`src/rtl/axi_lite_sram_slave.sv`:
```
// AXI4-Lite slave in front of the NPC SRAM bridge: each accepted AR or AW+W pair
// becomes a single-cycle bridge pulse, followed by an optionally delayed R/B response.
module axi_lite_sram_slave #(
  parameter int unsigned R_EXTRA_DELAY = 0,
  parameter int unsigned W_EXTRA_DELAY = 0
) (
  input  logic        clock,
  input  logic        reset,
  input  logic [31:0] s_araddr,
  input  logic        s_arvalid,
  output logic        s_arready,
  output logic [31:0] s_rdata,
  output logic [1:0]  s_rresp,
  output logic        s_rvalid,
  input  logic        s_rready,
  input  logic [31:0] s_awaddr,
  input  logic        s_awvalid,
  output logic        s_awready,
  input  logic [31:0] s_wdata,
  input  logic [3:0]  s_wstrb,
  input  logic        s_wvalid,
  output logic        s_wready,
  output logic [1:0]  s_bresp,
  output logic        s_bvalid,
  input  logic        s_bready,
  output logic        sram_read,
  output logic [31:0] sram_r_addr,
  input  logic [31:0] sram_r_data,
  output logic        sram_write,
  output logic [31:0] sram_w_addr,
  output logic [31:0] sram_w_data,
  output logic [3:0]  sram_w_strb
);

  typedef enum logic [1:0] {RD_IDLE, RD_ISSUE, RD_DELAY, RD_RESP} rd_state_t;
  typedef enum logic [1:0] {WR_IDLE, WR_ISSUE, WR_DELAY, WR_RESP} wr_state_t;

  localparam logic [3:0] R_DLY = 4'(R_EXTRA_DELAY);
  localparam logic [3:0] W_DLY = 4'(W_EXTRA_DELAY);

  rd_state_t   rd_state_reg, rd_state_next;
  logic [3:0]  rd_cnt_reg, rd_cnt_next;
  logic [29:0] rd_addr_reg;
  logic        ar_hs;

  wr_state_t   wr_state_reg, wr_state_next;
  logic [3:0]  wr_cnt_reg, wr_cnt_next;
  logic [29:0] aw_addr_reg;
  logic [31:0] w_data_reg;
  logic [3:0]  w_strb_reg;
  logic        aw_got_reg, aw_got_next;
  logic        w_got_reg, w_got_next;
  logic        aw_hs, w_hs;

  logic        norm_ok;
  logic [1:0]  norm_off;
  logic [3:0]  norm_strb;

  // Byte-offset bits of the AXI addresses carry no information for a word-wide bridge.
  logic unused_addr_lsbs;
  assign unused_addr_lsbs = &{1'b0, s_araddr[1:0], s_awaddr[1:0]};

  // Handshakes are derived from state, not from the ready outputs, to keep the
  // next-state logic free of combinational loops.
  assign ar_hs = s_arvalid && (rd_state_reg == RD_IDLE);
  assign aw_hs = s_awvalid && (wr_state_reg == WR_IDLE) && !aw_got_reg;
  assign w_hs  = s_wvalid  && (wr_state_reg == WR_IDLE) && !w_got_reg;

  always_ff @(posedge clock) begin
    if (!reset) begin
      rd_state_reg <= RD_IDLE;
      rd_cnt_reg   <= 4'd0;
      rd_addr_reg  <= 30'd0;
    end else begin
      rd_state_reg <= rd_state_next;
      rd_cnt_reg   <= rd_cnt_next;
      if (ar_hs) rd_addr_reg <= s_araddr[31:2];
    end
  end

  always_comb begin
    rd_state_next = rd_state_reg;
    rd_cnt_next   = rd_cnt_reg;
    s_arready     = 1'b0;
    sram_read     = 1'b0;
    sram_r_addr   = 32'd0;
    s_rvalid      = 1'b0;
    s_rdata       = 32'd0;
    s_rresp       = 2'b00;
    case (rd_state_reg)
      RD_IDLE: if (ar_hs) rd_state_next = RD_ISSUE;
      RD_ISSUE: begin
        if (R_DLY != 4'd0) begin
          rd_state_next = RD_DELAY;
          rd_cnt_next   = R_DLY;
        end else begin
          rd_state_next = RD_RESP;
        end
      end
      RD_DELAY: begin
        if (rd_cnt_reg <= 4'd1) rd_state_next = RD_RESP;
        else rd_cnt_next = rd_cnt_reg - 4'd1;
      end
      RD_RESP: if (s_rready) rd_state_next = RD_IDLE;
      default: rd_state_next = RD_IDLE;
    endcase
    if (reset) begin
      case (rd_state_reg)
        RD_IDLE:  s_arready = 1'b1;
        RD_ISSUE: begin
          sram_read   = 1'b1;
          sram_r_addr = {rd_addr_reg, 2'b00};
        end
        RD_RESP: begin
          s_rvalid = 1'b1;
          s_rdata  = sram_r_data;
        end
        default: ;
      endcase
    end
  end

  always_ff @(posedge clock) begin
    if (!reset) begin
      wr_state_reg <= WR_IDLE;
      wr_cnt_reg   <= 4'd0;
      aw_got_reg   <= 1'b0;
      w_got_reg    <= 1'b0;
      aw_addr_reg  <= 30'd0;
      w_data_reg   <= 32'd0;
      w_strb_reg   <= 4'd0;
    end else begin
      wr_state_reg <= wr_state_next;
      wr_cnt_reg   <= wr_cnt_next;
      aw_got_reg   <= aw_got_next;
      w_got_reg    <= w_got_next;
      if (aw_hs) aw_addr_reg <= s_awaddr[31:2];
      if (w_hs) begin
        w_data_reg <= s_wdata;
        w_strb_reg <= s_wstrb;
      end
    end
  end

  // Lane-positioned strobe -> low-aligned bridge strobe plus byte offset.
  always_comb begin
    norm_ok   = 1'b1;
    norm_off  = 2'd0;
    norm_strb = 4'b0000;
    case (w_strb_reg)
      4'b0001: norm_strb = 4'b0001;
      4'b0010: begin norm_off = 2'd1; norm_strb = 4'b0001; end
      4'b0100: begin norm_off = 2'd2; norm_strb = 4'b0001; end
      4'b1000: begin norm_off = 2'd3; norm_strb = 4'b0001; end
      4'b0011: norm_strb = 4'b0011;
      4'b1100: begin norm_off = 2'd2; norm_strb = 4'b0011; end
      4'b1111: norm_strb = 4'b1111;
      default: norm_ok = 1'b0;
    endcase
  end

  always_comb begin
    wr_state_next = wr_state_reg;
    wr_cnt_next   = wr_cnt_reg;
    aw_got_next   = aw_got_reg;
    w_got_next    = w_got_reg;
    s_awready     = 1'b0;
    s_wready      = 1'b0;
    sram_write    = 1'b0;
    sram_w_addr   = 32'd0;
    sram_w_data   = 32'd0;
    sram_w_strb   = 4'd0;
    s_bvalid      = 1'b0;
    s_bresp       = 2'b00;
    case (wr_state_reg)
      WR_IDLE: begin
        if (aw_hs) aw_got_next = 1'b1;
        if (w_hs)  w_got_next  = 1'b1;
        if ((aw_got_reg || aw_hs) && (w_got_reg || w_hs)) wr_state_next = WR_ISSUE;
      end
      WR_ISSUE: begin
        if (W_DLY != 4'd0) begin
          wr_state_next = WR_DELAY;
          wr_cnt_next   = W_DLY;
        end else begin
          wr_state_next = WR_RESP;
        end
      end
      WR_DELAY: begin
        if (wr_cnt_reg <= 4'd1) wr_state_next = WR_RESP;
        else wr_cnt_next = wr_cnt_reg - 4'd1;
      end
      WR_RESP: begin
        if (s_bready) begin
          wr_state_next = WR_IDLE;
          aw_got_next   = 1'b0;
          w_got_next    = 1'b0;
        end
      end
      default: wr_state_next = WR_IDLE;
    endcase
    if (reset) begin
      case (wr_state_reg)
        WR_IDLE: begin
          s_awready = !aw_got_reg;
          s_wready  = !w_got_reg;
        end
        WR_ISSUE: begin
          if (norm_ok) begin
            sram_write  = 1'b1;
            sram_w_addr = {aw_addr_reg, norm_off};
            sram_w_data = w_data_reg >> {norm_off, 3'b000};
            sram_w_strb = norm_strb;
          end
        end
        WR_RESP: begin
          s_bvalid = 1'b1;
          s_bresp  = norm_ok ? 2'b00 : 2'b10;
        end
        default: ;
      endcase
    end
  end

endmodule

```
`config.mk`:
```
export PLATFORM = sky130hd
export DESIGN_NAME = axi_lite_sram_slave
export DESIGN_NICKNAME = d
export VERILOG_FILES = /design/src/rtl/axi_lite_sram_slave.sv
export SDC_FILE = /design/constraint.sdc
export NUM_CORES = 1
export LEC_CHECK = 0
export ABC_AREA = 1
export CAP_MARGIN = 20
export CORE_MARGIN = 3
export CORE_UTILIZATION = 41
export DETAILED_ROUTE_END_ITERATION = 12
export PLACE_DENSITY_LB_ADDON = 0.05
export SYNTH_ARGS = -nofsm -noshare
export SYNTH_HDL_FRONTEND = slang
export SYNTH_SLANG_ARGS = --single-unit
```
`constraint.sdc`:
```
create_clock -name clock -period 2.3 [get_ports clock]
set_clock_uncertainty 0.1 [all_clocks]
set_input_delay 0.46 -clock clock [delete_from_list [all_inputs] [get_ports clock]]
set_output_delay 0.46 -clock clock [all_outputs]
set_load 0.01 [all_outputs]
```
# After elaboration in Yosys (flattened, before gate mapping)
# Cells that the tools add are included.
# word_totals
ff_bits	110
out_inout_bits	143
# classes
add_sub_neg	2
n_lt_le_gt_ge	2
eq_ne	21
shift	1
muxes	47
bitwise	2
reduce_logical	23
# ops
op	count
$mux 32	10
$shr 32x5->32	1
$mux 1	19
$mux 2	9
$pmux 2 s4	2
$ne 2x2->1 const B	7
$eq 4x4->1 const B	3
$mux 4	3
$pmux 4 s3	1
$reduce_and 3->1	4
$eq 2x2->1 const B	4
$eq 4x2->1 const B	2
$le 4x1->1 const B	2
$sub 4x1->4 const B	2
$reduce_or 7->1	1
$logic_and 1x1->1	6
$pmux 2 s3	1
$eq 2x1->1 const B	2
$eq 4x1->1 const B	1
$eq 4x3->1 const B	1
$logic_not 2->1	2
$pmux 1 s2	2
$reduce_and 2->1	2
$reduce_or 2->1	2
other kinds (6)	9

# Longest topological paths before layout
# Gate-level depths: netlist of run 1.
# depth
depth_word	7
ltp_mapped	10
depth_no_buf	10

# Worst setup path after synthesis of run 1
# No wires, ideal clock.
# synth_timing
path_kind	reg2out
startpoint	register w_strb_reg[0]
endpoint	output sram_w_data[15]
arrival_ps	1352
required_time_ps	1740
path_slack_ps	388
stages_incl_launch_ff	9
n_path_buf	1
cell_sequence	dfxtp_1 > nor2_1 > nor2_1 > nand2_1 > nand2_1 > nor2_4 > buf_2 > nand2_1 > nor2_1
# synth_between
elab_chain_len	7
word_cells_on_any_way	15
# synth_rtl
element	line_no	source
start: declaration	50	logic [3:0] w_strb_reg;
start signal: assignment	140	w_strb_reg <= s_wstrb;
$eq 4x4->1 or $eq 4x3->1 (tied branches)	150	case (w_strb_reg)
$reduce_or 2->1 (no source line)	--	
$pmux 2 s3	150	
$shr 32x5->32	212	sram_w_data = w_data_reg >> {norm_off, 3'b000};
$mux 32 *	209	if (norm_ok) begin
$mux 32 *	203	case (wr_state_reg)
$mux 32 *	202	if (reset) begin
end: declaration	31	output logic [31:0] sram_w_data,
# Every way passes the cells marked *; elsewhere a longest branch is shown, timed or not.

# Worst setup path in the final report of run 1
# layout_timing
startpoint	register w_strb_reg[2]
endpoint	output sram_w_data[2]
# Same word-level chain as after synthesis.

==> out/qor.csv, run 1 <==
stage,metric,value,unit
pwr,switching_share,0.389,
sta,max_slew_margin,0.663,
floorplan,die_h,123,um
critical_path,worstSetupStartpointType,register,
synthesis,seq_area_frac_synth,0.393,
synthesis,synth_area_leaders,"dfxtp_1 (39%), nor2_1 (14%), o21ai_0 (10%)",
synthesis,yosys.area.top_type,dfxtp_1,
critical_path,path_common_cell,nor2_1,
pwr,power.switching,3.24,mW
synthesis,yosysUniqueCellTypes,23,
floorplan,die_w,123,um
clock_network,numCtsBuffers,9,
final_layout,drive_gt1_frac,0.239,
synthesis,syn_inst,887,
placement,gp_congestion,0.845,
critical_path,cp_data_arrival_time,1900,ps
synthesis,yosysWarnings,0,
synthesis,synth_top_family_by_area,simple AND/OR/NAND/NOR gates,
synthesis,synth-simple-area-share,0.252,
detailed_routing,first_iter_violations,444,
floorplan,rows,42,
grt,first_global_vias,5762,
synthesis,ys_top_cells_by_count,"nor2_1 (207), inv_1 (148), nand2_1 (112), o21ai_0 (112), dfxtp_1 (110)",
floorplan,die_area,15100,um^2
pwr,internal_power,5.08,mW
sta,whs,354,ps
synthesis,synth-compound-area-share,0.179,
status,status,finished with violations,
synthesis,async_flop_share,0,
status,violations,setup timing,
detailed_routing,totalWireLength,19000,um
run,maxCapViolCount,0,
pwr,p_total,8.32,mW
critical_path,rr_worst_depth,9,
pwr,pwr-share-comb,0.489,
synthesis,avgSynthCellArea,6.33,um^2
critical_path,worstPathRequired,1740,ps
detailed_routing,via_count,6486,
critical_path,crit_slowest_cell,dfxtp_4,
synthesis,synthAdderAreaFrac,0.0268,
placement,place.port_buffers,272,
hold_path,hold_depth,2,
clock_network,cts_max_level,3,
clock_network,path_clk_slew,70,ps
grt,overflow,0,
sta,finalWorstSetupSlack,-156,ps
sta,finalSetupViolations,57,
sta,period_share,1.07,
pwr,p_clk_frac,0.195,
synthesis,synthDominantCellAreaShare,0.393,
clock_network,cts_buffer_depth,2,
final_layout,num-nets-final,1338,
synthesis,yosys.cell_count.top_type,nor2_1,
sta,hold_violations,0,
synthesis,synthFlopType,dfxtp_1,
floorplan,ioPinCount,282,
grt,grt_max_degree,61,
sta,fmax,407,MHz
synthesis,synth_mux_area_frac,0,
pwr,leakage,4.55,nW
final_layout,largest_reg_flops,32,
clock_network,clock_sink_count,110,
pwr,seq_power_share,0.316,
detailed_routing,drc_errors,0,
grt,grt_pass1_wl,27600,um
sta,rsz0062_at_grt,true,
final_layout,fillers,1161,
synthesis,synth_seq_cells,110,
clock_network,cts_root_buf,clkbuf_16,
detailed_routing,dr.pass1.iters,4,
detailed_routing,wl_per_cell,13.9,um
final_layout,syn2layout_area_growth,70.1,%
synthesis,synth-xor-area-share,0.00312,
pwr,p_per_area,872,nW/um^2
synthesis,synth_edf_count,0,
sta,slew_viol_final,0,
detailed_routing,antenna_left,0,
critical_path,cp_top_family,buffers and inverters,
synthesis,syn_area,5610,um^2
critical_path,worst-path-max-fanout,6,
final_layout,diodes,0,
critical_path,slowest_delay,370,ps
grt,antenna_found_initial,0,
critical_path,path_buf_inv,4,
grt,grt_use_total,0.228,
placement,hpwlAfterDp,12600,um
hold_path,hold_path_class,register to register,
detailed_routing,vias_per_cell,4.74,
critical_path,worst_setup_path_end_kind,output port,
critical_path,worstSetupStartpoint,w_strb_reg[2]$_SDFFE_PN0P_,
pwr,ir_drop,0.000628,V
floorplan,start_util,0.422,
critical_path,r2r_start,wr_state_reg[0]$_SDFFE_PN0P_,
critical_path,worstPathCellList,"buf_6, nor2_4, nand3_4, buf_12, clkbuf_16, o21ai_2, nor2_1, nor2_1, buf_2",
sta,max_slew.worst_pin.slew,506,ps
critical_path,r2r_slack,390,ps
clock_network,cts_tree,built,
critical_path,path_class,register to output port,
critical_path,rr_endpoint,aw_addr_reg[14]$_SDFFE_PN0P_,
hold_path,min_from,rd_addr_reg[5]$_SDFFE_PN0P_,
hold_path,hold_end,rd_addr_reg[5]$_SDFFE_PN0P_,
sta,period_minus_slack,2460,ps
clock_network,clk_latency,350,ps
floorplan,coreArea,13300,um^2
[stage by stage]
stage | cell area (um^2) | setup WS [ps] | instances | TNS [ps] | utilization
after floorplan | 5630 | 388 | 891 | 0 | -
after CTS | 9020 | -205 | 1361 | -5360 | 0.679
after global routing | 9540 | -257 | 1368 | -9130 | 0.718
after detailed placement | 8720 | -189 | 1329 | -7470 | 0.656
final | 9540 | -156 | 1368 | -3810 | 0.718
after global placement | 8720 | -158 | 1329 | -6680 | 0.656
[worst min-delay path, stage by stage, from the launching register on]
cell and delay [ps]:
dfxtp_1 300, inv_1 60, a21oi_1 50
[cells in the final DEF, fill, tap and decap left out, types with 12 or more instances in the layout]
master | Yosys | layout
buf_2 | 12 | 53
clkbuf_16 | 0 | 12
nor2_4 | 1 | 17
clkdlybuf4s50_1 | 0 | 133
nand2_1 | 112 | 86
buf_4 | 8 | 38
dfxtp_1 | 110 | 104
nor2_2 | 1 | 40
dlygate4sd2_1 | 0 | 59
inv_1 | 148 | 146
nor2_1 | 207 | 152
nand2_2 | 1 | 22
o21ai_0 | 112 | 104
buf_6 | 0 | 25
a21oi_1 | 87 | 79
[worst max path at each step]
stage                 endpoint  slack (ps)  cells after the start
6_report        sram_w_data[2]        -160                      9
5_1_grt         sram_w_data[2]        -260                      9
4_1_cts         sram_w_data[9]        -200                      9
3_5_place_dp   sram_w_data[16]        -190                      8
3_3_place_gp    sram_w_data[1]        -160                      9
2_1_floorplan  sram_w_data[15]         390                      8
[layout make-up]
type,count,area (um^2),area share
sequential,110,2220,0.233
inverter,150,573,0.0600
clock buffer,10,239,0.0250
timing repair buffer,340,3150,0.330
multi-input combinational,576,3070,0.322
tap,176,220,0.0231
clock inverter,6,68.8,0.00721
[power groups by stage]
| stage | sequential [mW] | clock, mW | combinational [mW] |
|---|---|---|---|
| floorplan | 2.57 | 0 | 1.82 |
| global placement | 2.61 | 0 | 3.04 |
| detailed placement | 2.62 | 0 | 3.07 |
| CTS | 2.60 | 1.66 | 3.42 |
| global route | 2.67 | 1.72 | 4.46 |
| finish | 2.63 | 1.62 | 4.07 |
[layer usage]
| layer | wire length (um) | part of all wire | global-route usage | vias up |
|---|---|---|---|---|
| met1 | 7480 | 0.39 | 0.269 | 2942 |
| li1 | - | - | - | 3325 |
| met2 | 9680 | 0.51 | 0.405 | 197 |
| met5 | 0 | 0 | 0 | - |
| met4 | 271 | 0.014 | 0.0561 | 0 |
| met3 | 1540 | 0.081 | 0.0718 | 22 |
[kinds of logic after synthesis]
logic type | count (synthesis)
and+or+nand+nor | 356
xor gates and xnor gates | 2
DFF | 110
AOI/OAI and AO/OA | 200
buffers and inverters | 206
adders and majority gates | 12
other | 1
[repair_timing]
item,in CTS,in global routing
gates cloned,6,3
pin swaps,8,21
hold buffers,0,0
resized for setup,384,177
buffers inserted,10,4
hold endpoints to repair,0,0
setup endpoints to repair,137,86
Note: power is estimated with default switching activity, not from simulation.
==> run 2, diff against run 1 <==
- CELL_PAD_IN_SITES_DETAIL_PLACEMENT: default -> 1
- CELL_PAD_IN_SITES_GLOBAL_PLACEMENT: default -> 1
- CORE_MARGIN: 3 -> default
- CORE_UTILIZATION: 41 -> 27
==> run 2 against run 1 <==
- critical path depth rose by 2
- non-clock buffer count is 3 higher
- via count grew 0.48%
- sequential power hardly changed
- the run still ends with setup timing left
- hold slack barely moved
- total power increased by 0.92%
- sequential share of layout area fell by 0.72 points
- critical path type unchanged
- count of clock-buffer cells in the layout unchanged
==> out/qor.csv, run 2 (synthesized netlist as in run 1, its figures left out) <==
stage,metric,value,unit,change
final_layout,seq_area,2220,um^2,unchanged
clock_network,clock_sink_count,110,,unchanged
grt,busiest_layer,met2,,
grt,grt_max_degree,61,,unchanged
critical_path,crit_slowest_cell,dfxtp_4,,
critical_path,path_buf_inv,6,,+2
critical_path,cp_data_arrival_time,1860,ps,-40 ps
critical_path,worstPathRequired,1740,ps,about the same
pwr,pwr-share-comb,0.492,,+0.003
clock_network,cts_tree,built,,
pwr,ir_drop,0.000469,V,-25%
hold_path,hold_end,rd_addr_reg[24]$_SDFFE_PN0P_,,
grt,grt_pass1_wl,33400,um,+21%
sta,finalWorstSetupSlack,-122,ps,+34.3 ps
pwr,p_per_area,853,nW/um^2,-2.2%
clock_network,numCtsBuffers,9,,unchanged
sta,rsz0062_at_grt,true,,
grt,met2_usage,0.355,,-0.0501
detailed_routing,antenna_left,0,,unchanged
detailed_routing,totalWireLength,21400,um,+13%
final_layout,design_area,9850,um^2,+3.2%
pwr,seq_power_share,0.315,,about the same
hold_path,hold_depth,2,,unchanged
status,violations,setup timing,,
detailed_routing,wl_per_cell,14.6,um,+5.2%
detailed_routing,vias_per_cell,4.45,,-6.2%
floorplan,start_util,0.276,,-0.146
critical_path,r2r_start,wr_state_reg[0]$_SDFFE_PN0P_,,
detailed_routing,dr.pass1.iters,4,,unchanged
detailed_routing,drc_errors,0,,unchanged
critical_path,slowest_delay,370,ps,about the same
sta,fmax,413,MHz,+1.4%
clock_network,cts_root_buf,clkbuf_16,,
floorplan,die_h,146,um,+19%
detailed_routing,via_count,6517,,+0.48%
pwr,p_clk_frac,0.193,,-0.002
pwr,power.switching,3.42,mW,+5.5%
final_layout,syn2layout_area_growth,75.6,%,
sta,finalSetupViolations,62,,+8.8%
grt,overflow,0,,unchanged
final_layout,final_common_cell,nor2_1,,
critical_path,path_common_cell,nor2_4,,
grt,use_met1,0.233,,-0.0355
pwr,switching_share,0.407,,+0.0178
final_layout,num-nets-final,1340,,+0.15%
floorplan,coreArea,20300,um^2,+53%
placement,place.port_buffers,272,,unchanged
final_layout,multi_input_area,3090,um^2,+0.69%
clock_network,clk_latency,360,ps,about the same
placement,hpwlAfterDp,14600,um,+16%
pwr,p_total,8.40,mW,+0.92%
pwr,internal_power,4.98,mW,-2.0%
floorplan,rows,52,,+24%
clock_network,cts_max_level,3,,unchanged
floorplan,die_w,146,um,+19%
critical_path,path_class,register to output port,,
final_layout,layout_common_cells,"nor2_1 (157), inv_1 (143), clkdlybuf4s50_1 (133)",,
critical_path,r2r_slack,320,ps,-70 ps
run,maxCapViolCount,0,,unchanged
critical_path,worst-path-max-fanout,7,,+1
sta,period_share,1.05,,-0.0149
critical_path,worstPathCellList,"nor2_4, buf_4, nand2_2, nand2_2, nor2_4, buf_12, buf_12, inv_12, buf_16, nor2_4, buf_4",,
sta,slew_viol_final,0,,unchanged
critical_path,worst_setup_path_end_kind,output port,,
critical_path,rr_worst_depth,10,,+1
placement,dpl_cell_area,8810,um^2,+1.1%
hold_path,min_from,rd_addr_reg[24]$_SDFFE_PN0P_,,
critical_path,cp_top_family,buffers and inverters,,
floorplan,die_area,21400,um^2,+41%
final_layout,largest_reg_flops,32,,unchanged
clock_network,path_clk_slew,80,ps,about the same
grt,antenna_found_initial,1,,+1
pwr,leakage,4.52,nW,-0.57%
sta,finalSetupTns,-5250,ps,-1440 ps
sta,max_slew.worst_pin.slew,517,ps,+11.2 ps
critical_path,rr_endpoint,aw_addr_reg[15]$_SDFFE_PN0P_,,
clock_network,cts_buffer_depth,2,,unchanged
sta,max_slew_margin,0.655,,-0.00744
status,status,finished with violations,,
sta,hold_violations,0,,unchanged
final_layout,fillers,2584,,+120%
critical_path,worstSetupStartpointType,register,,
grt,met3_usage,0.0484,,-0.0234
final_layout,drive_gt1_frac,0.224,,-0.0146
critical_path,worstSetupPathDepth,11,,+2
grt,first_global_vias,6315,,+9.6%
hold_path,hold_path_class,register to register,,
placement,gp_congestion,0.798,,-5.6%
grt,grt_use_total,0.196,,-0.0329
floorplan,ioPinCount,282,,unchanged
sta,period_minus_slack,2420,ps,-34.3 ps
detailed_routing,first_iter_violations,174,,-61%
[run 2: changes by cell type in the layout (fill, tap and decap cells not counted), sizes merged, moves of 2 or more]
cell,change
buf,+5
dlygate4sd2,+4
clkbuf,-10
clkdlybuf4s15,+5
clkinvlp,+2
[run 2: how the worst max path moves through the flow]
stage | from | endpoint | slack [ps]
floorplan | w_strb_reg[0]$_SDFFE_PN0P_ | sram_w_data[15] | 390
detailed placement | w_strb_reg[1]$_SDFFE_PN0P_ | sram_w_data[7] | -280
CTS | w_strb_reg[3]$_SDFFE_PN0P_ | sram_w_data[7] | -180
global placement | w_strb_reg[1]$_SDFFE_PN0P_ | sram_w_data[7] | -260
finish | w_strb_reg[0]$_SDFFE_PN0P_ | sram_w_addr[4] | -120
global route | w_strb_reg[0]$_SDFFE_PN0P_ | sram_w_data[10] | -220
[run 2: cell type report]
| class | count | area share |
|---|---|---|
| Multi-Input combinational cell | 575 | 0.314 |
| Tap cell | 270 | 0.0343 |
| Clock buffer | 10 | 0.0243 |
| Antenna cell | 1 | 0.000254 |
| Clock inverter | 6 | 0.00610 |
| Timing Repair Buffer | 343 | 0.336 |
| Inverter | 150 | 0.0592 |
| Sequential cell | 110 | 0.225 |
[run 2: worst register-to-register path: stages, from the launching register on]
cell     delay (ps)
dfxtp_1         350
buf_4           120
inv_1            50
ha_1            210
buf_4           140
nand2_1          70
nor2_1           50
inv_1            50
buf_4           440
o21ai_0         190
a21oi_1         150
[run 2: routing by layer]
layer	vias to the layer above	routed length [um]	part of all wire
li1	3316	-	-
met1	3052	9080	0.42
met2	133	11100	0.52
met3	16	984	0.046
met4	0	210	0.0098
met5	-	0	0
[run 2: through the flow]
stage                     setup slack (ps)   util  cells  hold WS [ps]
after floorplan                        388      -    891           330
after global placement                -256  0.434   1422           341
after detailed placement              -285  0.434   1422           346
after CTS                             -183  0.457   1456           360
after global routing                  -220  0.485   1464           379
final                                 -122  0.485   1465           354
[run 2: timing repair]
action                                  4_1_cts  5_1_grt
pin swaps                                    17       20
hold buffers                                  0        0
gates resized for setup                     437      131
endpoints found under the setup margin      137       73
buffers inserted                             12       10
cloned                                        6        1
[run 2: power groups by stage]
| stage | Sequential, mW | Combinational, mW | Clock [mW] |
|---|---|---|---|
| after floorplan | 2.57 | 1.82 | 0 |
| after global placement | 2.63 | 3.10 | 0 |
| after detailed placement | 2.64 | 3.13 | 0 |
| after CTS | 2.63 | 3.62 | 1.68 |
| after global routing | 2.70 | 4.56 | 1.75 |
| final | 2.65 | 4.13 | 1.62 |
